===== config.mk =====
export PLATFORM = sky130hd
export DESIGN_NAME = seg_scan_ctrl
export DESIGN_NICKNAME = d
export VERILOG_FILES = /design/src/rtl/seg_scan_ctrl.sv
export SDC_FILE = /design/constraint.sdc
export NUM_CORES = 1
export LEC_CHECK = 0
export ABC_CLOCK_PERIOD_IN_PS = 2500
export BUFFER_PORTS_ARGS = -buffer_cell sky130_fd_sc_hd__buf_2
export CAP_MARGIN = 10
export CORE_MARGIN = 3
export CORE_UTILIZATION = 55
export CTS_BUF_LIST = sky130_fd_sc_hd__clkbuf_4
export DETAILED_ROUTE_END_ITERATION = 10
export PLACE_DENSITY = 0.8
export SETUP_SLACK_MARGIN = 0.05
export SLEW_MARGIN = 20
export SYNTH_ARGS = -nofsm -noshare
export SYNTH_HDL_FRONTEND = slang
export SYNTH_SLANG_ARGS = --single-unit

===== constraint.sdc =====
create_clock -name sysclk -period 2.5 [get_ports sysclk]
set_input_delay 0 -clock sysclk [delete_from_list [all_inputs] [get_ports sysclk]]
set_output_delay 0 -clock sysclk [all_outputs]
set_load 0.005 [all_outputs]

===== src/rtl/seg_scan_ctrl.sv =====
// Memory-mapped multiplexed 7-segment controller: per-digit hex/raw registers, scanned one digit per CLK_DIV cycles.
// Outputs are registered, so a register write or a scan advance is visible one edge later.
module seg_scan_ctrl #(
   parameter int NUM_DIGITS = 4,
   parameter int CLK_DIV    = 50000,
   parameter bit ACTIVE_LOW = 1'b1,
   parameter int ADDR_W     = $clog2(NUM_DIGITS + 1)
) (
   input  logic                  sysclk,
   input  logic                  Reset_n,
   input  logic                  wr_en,
   input  logic [ADDR_W-1:0]     addr,
   input  logic [8:0]            wr_data,
   output logic [8:0]            rd_data,
   output logic [NUM_DIGITS-1:0] digi_sel,
   output logic [6:0]            digi_seg,
   output logic                  scan_tick
);
   localparam int PRE_W = (CLK_DIV > 1) ? $clog2(CLK_DIV) : 1;
   localparam int IDX_W = $clog2(NUM_DIGITS);
   localparam logic [PRE_W-1:0]      PRE_LAST = PRE_W'(CLK_DIV - 1);
   localparam logic [IDX_W-1:0]      IDX_LAST = IDX_W'(NUM_DIGITS - 1);
   localparam logic [NUM_DIGITS-1:0] SEL_OFF  = {NUM_DIGITS{ACTIVE_LOW}};
   localparam logic [6:0]            SEG_OFF  = {7{ACTIVE_LOW}};

   function automatic logic [6:0] hex7(input logic [3:0] h);
      case (h)
         4'h0: hex7 = 7'h3F;  4'h1: hex7 = 7'h06;  4'h2: hex7 = 7'h5B;  4'h3: hex7 = 7'h4F;
         4'h4: hex7 = 7'h66;  4'h5: hex7 = 7'h6D;  4'h6: hex7 = 7'h7D;  4'h7: hex7 = 7'h07;
         4'h8: hex7 = 7'h7F;  4'h9: hex7 = 7'h6F;  4'hA: hex7 = 7'h77;  4'hB: hex7 = 7'h7C;
         4'hC: hex7 = 7'h39;  4'hD: hex7 = 7'h5E;  4'hE: hex7 = 7'h79;  default: hex7 = 7'h71;
      endcase
   endfunction

   logic [8:0]            digit_q [NUM_DIGITS];
   logic [8:0]            digit_d [NUM_DIGITS];
   logic                  en_q, en_d;
   logic [PRE_W-1:0]      pre_q, pre_d;
   logic [IDX_W-1:0]      idx_q, idx_d;
   logic                  tick_q, tick_d;
   logic [NUM_DIGITS-1:0] sel_q, sel_d, sel_on;
   logic [6:0]            seg_q, seg_d, seg_on;
   logic [8:0]            cur;
   logic                  wrap;

   always_comb begin
      digit_d = digit_q;
      en_d    = en_q;
      if (wr_en) begin
         for (int i = 0; i < NUM_DIGITS; i++)
            if (addr == ADDR_W'(i)) digit_d[i] = wr_data;
         if (addr == ADDR_W'(NUM_DIGITS)) en_d = wr_data[0];
      end

      wrap   = (pre_q == PRE_LAST);
      pre_d  = wrap ? '0 : pre_q + PRE_W'(1);
      idx_d  = idx_q;
      if (wrap) idx_d = (idx_q == IDX_LAST) ? '0 : idx_q + IDX_W'(1);
      tick_d = wrap;

      // Display samples the pre-edge index and registers, giving the one-edge output lag.
      cur    = '0;
      sel_on = '0;
      for (int i = 0; i < NUM_DIGITS; i++) begin
         if (idx_q == IDX_W'(i)) begin
            cur       = digit_q[i];
            sel_on[i] = 1'b1;
         end
      end
      seg_on = cur[8] ? cur[6:0] : hex7(cur[3:0]);

      if (en_q) begin
         sel_d = sel_on ^ SEL_OFF;
         seg_d = seg_on ^ SEG_OFF;
      end else begin
         sel_d = SEL_OFF;
         seg_d = SEG_OFF;
      end
   end

   always_comb begin
      rd_data = '0;
      for (int i = 0; i < NUM_DIGITS; i++)
         if (addr == ADDR_W'(i)) rd_data = digit_q[i];
      if (addr == ADDR_W'(NUM_DIGITS)) rd_data = {8'b0, en_q};
   end

   always_ff @(posedge sysclk) begin
      if (!Reset_n) begin
         for (int i = 0; i < NUM_DIGITS; i++) digit_q[i] <= '0;
         en_q   <= 1'b0;
         pre_q  <= '0;
         idx_q  <= '0;
         tick_q <= 1'b0;
         sel_q  <= SEL_OFF;
         seg_q  <= SEG_OFF;
      end else begin
         digit_q <= digit_d;
         en_q    <= en_d;
         pre_q   <= pre_d;
         idx_q   <= idx_d;
         tick_q  <= tick_d;
         sel_q   <= sel_d;
         seg_q   <= seg_d;
      end
   end

   assign digi_sel  = sel_q;
   assign digi_seg  = seg_q;
   assign scan_tick = tick_q;
endmodule

* Yosys cells after proc, flatten, opt, wreduce, memory -nomap -nowiden
Memory sizes are Yosys's and may differ from the RTL's. Cells that the tools add are included.
Cells by class: add/sub/neg operators 2, muxes and demuxes 15, bitwise gates (word level) 3, equal/unequal tests 8, reduce and logical (&&, ||, !) cells 9
Operator list (count):
- 9-bit 2-to-1 mux | 9
- 16-bit by 1-bit adder with 16-bit output (second input constant) | 1
- 16-bit == test (second input constant) | 1
- 2-bit AND reduction | 6
- 7-bit 2-to-1 mux | 1
- 7-bit inverter | 1
- 3-bit by 2-bit == test with 1-bit output (second input constant) | 2
- 2-bit == test (second input constant) | 2
- 1-bit 2-to-1 mux | 4
- 4-bit inverter | 1
- 3-bit by 1-bit == test with 1-bit output (second input constant) | 1
- 3-bit == test (second input constant) | 1
- 3-bit logical NOT | 1
- 2-bit by 1-bit adder with 2-bit output (second input constant) | 1
- 2-bit by 1-bit == test with 1-bit output (second input constant) | 1
- 2-bit logical NOT | 1
- 2-bit 2-to-1 mux | 1
- 2-bit OR reduction | 1
- 1-bit inverter | 1
Word-level totals: output and inout port bits 21, register bits 67, bits in read-only memories 112, memories kept 1
Memory list:
- (name not given) | words 16, bits a word 7, read ports 1, clocked after Yosys merged registers in 0, wr ports 0, RTL line 27 | case (h)

* Depth between registers and ports, before layout
An unclocked memory read counts as a cell.
depth after elaboration 8, mapped depth 11

* Least setup slack after synthesis
Ideal clock, no wire load.
path type register to register, from register idx_q[1], to register seg_q[0] (netlist: digi_seg[0]), setup slack 179 ps, data required time 2363 ps, data arrival time 2184 ps, stages on the path, launching flop included 12, library setup time 137 ps, clock period less this slack 2321 ps, cells stage by stage dfxtp_1 inv_1 ha_1 buf_6 buf_6 nand3b_1 a211oi_2 inv_1 ha_1 mux2_1 a31oi_1 o31ai_1
Between the ends: longest elaborated chain between the ends 8, elaborated cells on any way between the ends 11, those cells by class eq/ne (3); mux (5); bitwise (1); reduce/logical (1); memory (1)
RTL lines:
- from (decl) | RTL line 39 | logic [IDX_W-1:0] idx_q, idx_d;
- from (signal assigned) | RTL line 101 | idx_q <= idx_d;
- 2-bit logical NOT | RTL line 65 | if (idx_q == IDX_W'(i)) begin
- 9-bit 2-to-1 mux (3 in a row) | RTL line 65
- 9-bit 2-to-1 mux * | RTL line 65
- memory 16 x 7 bit
- 7-bit 2-to-1 mux * | RTL line 70 | seg_on = cur[8] ? cur[6:0] : hex7(cur[3:0]);
- 7-bit inverter (no line) *
- to (signal assigned) | RTL line 104 | seg_q <= seg_d;
- to (decl) | RTL line 42 | logic [6:0] seg_q, seg_d, seg_on;
Mark *: on every way between the ends. The rest lies on a longest branch, timed or not. A chain may end at the register's enable or synchronous reset.

* Worst setup path in the final report
from register idx_q[1], to register seg_q[5] (netlist: digi_seg[5])
Same word-level chain as after synthesis.

==> out/results.ini <==
[status]
outcome=complete, no violations

[sta]
worst_clock_skew_ps=10.1
min_period_ps=2280
slew_violations=0
hold_viol=0
maxSlewHeadroom_pct=51.8
setup_viol_count_final=0
period_share_pct=91.3
rsz0062_at_grt=false
finalSetupTns_ps=0
tightest_slew_ps=720
fmax_mhz=438

[synthesis]
netlist_area_sq_um=3410
ys_seq_area_share_pct=39.3
yosys.area.top_type=dfxtp_1
synth_common_cells=nand2_1 (94), dfxtp_1 (67), a21oi_1 (46), nor2_1 (28)
synth-main-ff-cell=dfxtp_1
synth_fp_nets=426
ys_seq_elements=67
synth_area_leaders=dfxtp_1 (39%), nand2_1 (10%), a21oi_1 (6.7%), mux4_2 (5.9%), ha_1 (4.4%)
synthCells=399
avgSynthCellArea_sq_um=8.56
ys_warn_count=0
synth_cell_types=49
async_flop_share_pct=0
yosysMostFrequentCell=nand2_1
synth_top_area_share_pct=39.3
synth-edff-count=0

[min_path]
hp-class=input port to register
holdPathStages=4
min-delay-start=addr[2]
min_to=en_q$_SDFFE_PN0P_

[floorplan]
core-area_sq_um=5960
die_w_microns=84.8
io_pins=36
initial_core_util_pct=57.3
dieArea_sq_um=7190
die_y_microns=84.8
placement_rows=28

[power_and_ir_drop]
total_power_uw=1860
p_seq_share_pct=59.2
p_clk_share_pct=33.0
power.density_nw_per_um2=478
p_switching_uw=495
peakVddDrop_uv=353
p_comb_share_pct=7.8
internal_power_uw=1360
leakage_uw=0.00139
p_sw_share_pct=26.7

[critical_path]
crit_path_start_kind=register
reg2reg_from=idx_q[1]$_SDFFE_PN0P_
worstSetupPathType=register to register
crit_path_end_kind=register
worstPathArrival_ps=2570
startpoint=idx_q[1]$_SDFFE_PN0P_
worstSetupPathDepth=9
cp_slowest_cell=dfxtp_2
path_buf_inv=2
ff2ff_path_depth=9
cpPeakStageDelay_ps=400
critPathMaxFanout=12
worstReg2RegEnd=digi_seg[5]$_SDFF_PN1_
cp_cell_sequence=inv_1, ha_4, a211oi_1, a211oi_2, buf_4, ha_1, mux2_2, a32oi_1, nand3_1
regToRegSetupSlack_ps=220
crit_family=compound AO/OA/AOI/OAI gates
critPathRequiredTime_ps=2790

[cells_and_area]
drive_gt1_share_pct=19.7
area_growth_pct=13.6
antennaDiodeCount=0
nets=468

[drt]
vias=2916
drt_iter0_markers=145
routed_wl_mm=8.13
drc=0
wl_per_cell_microns=15.6
dr.pass1.iters=4
via_per_inst=5.60
ant_nets=0

[clocking]
cts_tree=yes
clock-sinks=67
clock_latency_ps=410
clock_path_buffers=2
cts_root_buffer=clkbuf_4
cts_buffers=9
h-tree-depth=3
cts.clk_slew.worst_paths_ps=120

[grt]
grt.met1_usage_pct=30.5
grt_pass1_wl_mm=13.7
antenna_found_initial=0
grtUsageTotal_pct=24.1
use_met3_pct=5.30
met2_usage_pct=39.7
grt_overflow_total=0
grt_max_degree=37
grt_pass1_vias=2871
top_usage_layer=met2

[job]
cap_violations=0

[placement]
gp_congestion=0.882
io_buffers=35
detailed_place_hpwl_mm=5.69

## flip-flops by register name, indices dropped and copies added (netlist names)
signal,flops
idx_q,2
digit_q,36
en_q,1
digi_sel,4
digi_seg,7
pre_q,16
scan_tick,1
## worst register-to-register path: stages (launching register included)
cell and delay [ps]:
dfxtp_2 400, inv_1 130, ha_4 230, a211oi_1 290, a211oi_2 120, buf_4 160
ha_1 260, mux2_2 290, a32oi_1 200, nand3_1 90
## power by group through the flow
stage	Clock, uW	Sequential [uW]	Combinational, uW
2_1_floorplan	0	1120	87.1
3_3_place_gp	0	1120	127
3_5_place_dp	0	1120	129
4_1_cts	635	1100	142
5_1_grt	688	1100	162
6_report	612	1100	145
## placed cells by master (no fill, tap or decap), drive strengths merged, types with 4 or more instances in the layout
| master | count |
|---|---|
| nand2 | 94 |
| dfxtp | 67 |
| a21oi | 46 |
| buf | 44 |
| nor2 | 28 |
| inv | 13 |
| nor2b | 12 |
| ha | 12 |
| dlygate4sd3 | 11 |
| nand3 | 10 |
| clkbuf | 10 |
| mux4 | 9 |
| xor2 | 8 |
| o21ai | 8 |
| a211oi | 7 |
| mux2i | 6 |
| xnor2 | 6 |
| and3 | 5 |
| nand3b | 4 |
| nor3b | 4 |
| a221oi | 4 |
## worst max path at each step
stage | slack [ps] | endpoint
CTS | 60 | digi_seg[5]$_SDFF_PN1_
detailed placement | 90 | digi_seg[5]$_SDFF_PN1_
floorplan | 180 | digi_seg[0]$_SDFF_PN1_
finish | 220 | digi_seg[5]$_SDFF_PN1_
global route | 40 | digi_seg[0]$_SDFF_PN1_
global placement | 190 | digi_seg[1]$_SDFF_PN1_
## what timing repair did
item,4_1_cts,5_1_grt
setup endpoints to repair,0,6
endpoints found under the hold margin,43,0
setup buffers,0,1
hold buffers,11,0
gates resized for setup,0,10
## area by class of cell
| cell class | count | area (sq um) |
|---|---|---|
| well taps | 75 | 93.8 |
| repair buffers | 55 | 353 |
| clock inverters | 6 | 41.3 |
| clock buffers | 10 | 75.1 |
| multi-input cells | 296 | 1930 |
| fillers | 512 | 2080 |
| inverters | 12 | 45.0 |
| flip-flops and latches | 67 | 1340 |
## through the flow
stage / instance area [sq um] / utilization [%] / hold WS [ps] / worst slack, ps / cells
after global placement: 3590 / 60.3 / 274 / 188 / 493
after detailed placement: 3590 / 60.3 / 280 / 88.9 / 493
final: 3880 / 65.1 / 72.2 / 217 / 521
after global routing: 3880 / 65.1 / 74.2 / 39.7 / 521
after floorplan: 3410 / - / 136 / 179 / 399
after CTS: 3820 / 64.1 / 34.8 / 55.9 / 520
## cells by family after synthesis
logic type | synth area share [%]
mux | 8.68
compound gates | 14.6
fa+ha+maj | 4.40
simple gates | 23.7
flops | 39.3
xor+xnor | 3.59
buf+inv | 5.75
## per-layer routing
metal / routed length, microns / up-vias
met1: 3520 / 1359
met3: 529 / 15
li1: - / 1445
met2: 3890 / 97
met4: 180 / 0
met5: 0 / -
No activity file was read; power rests on OpenSTA's default activity.
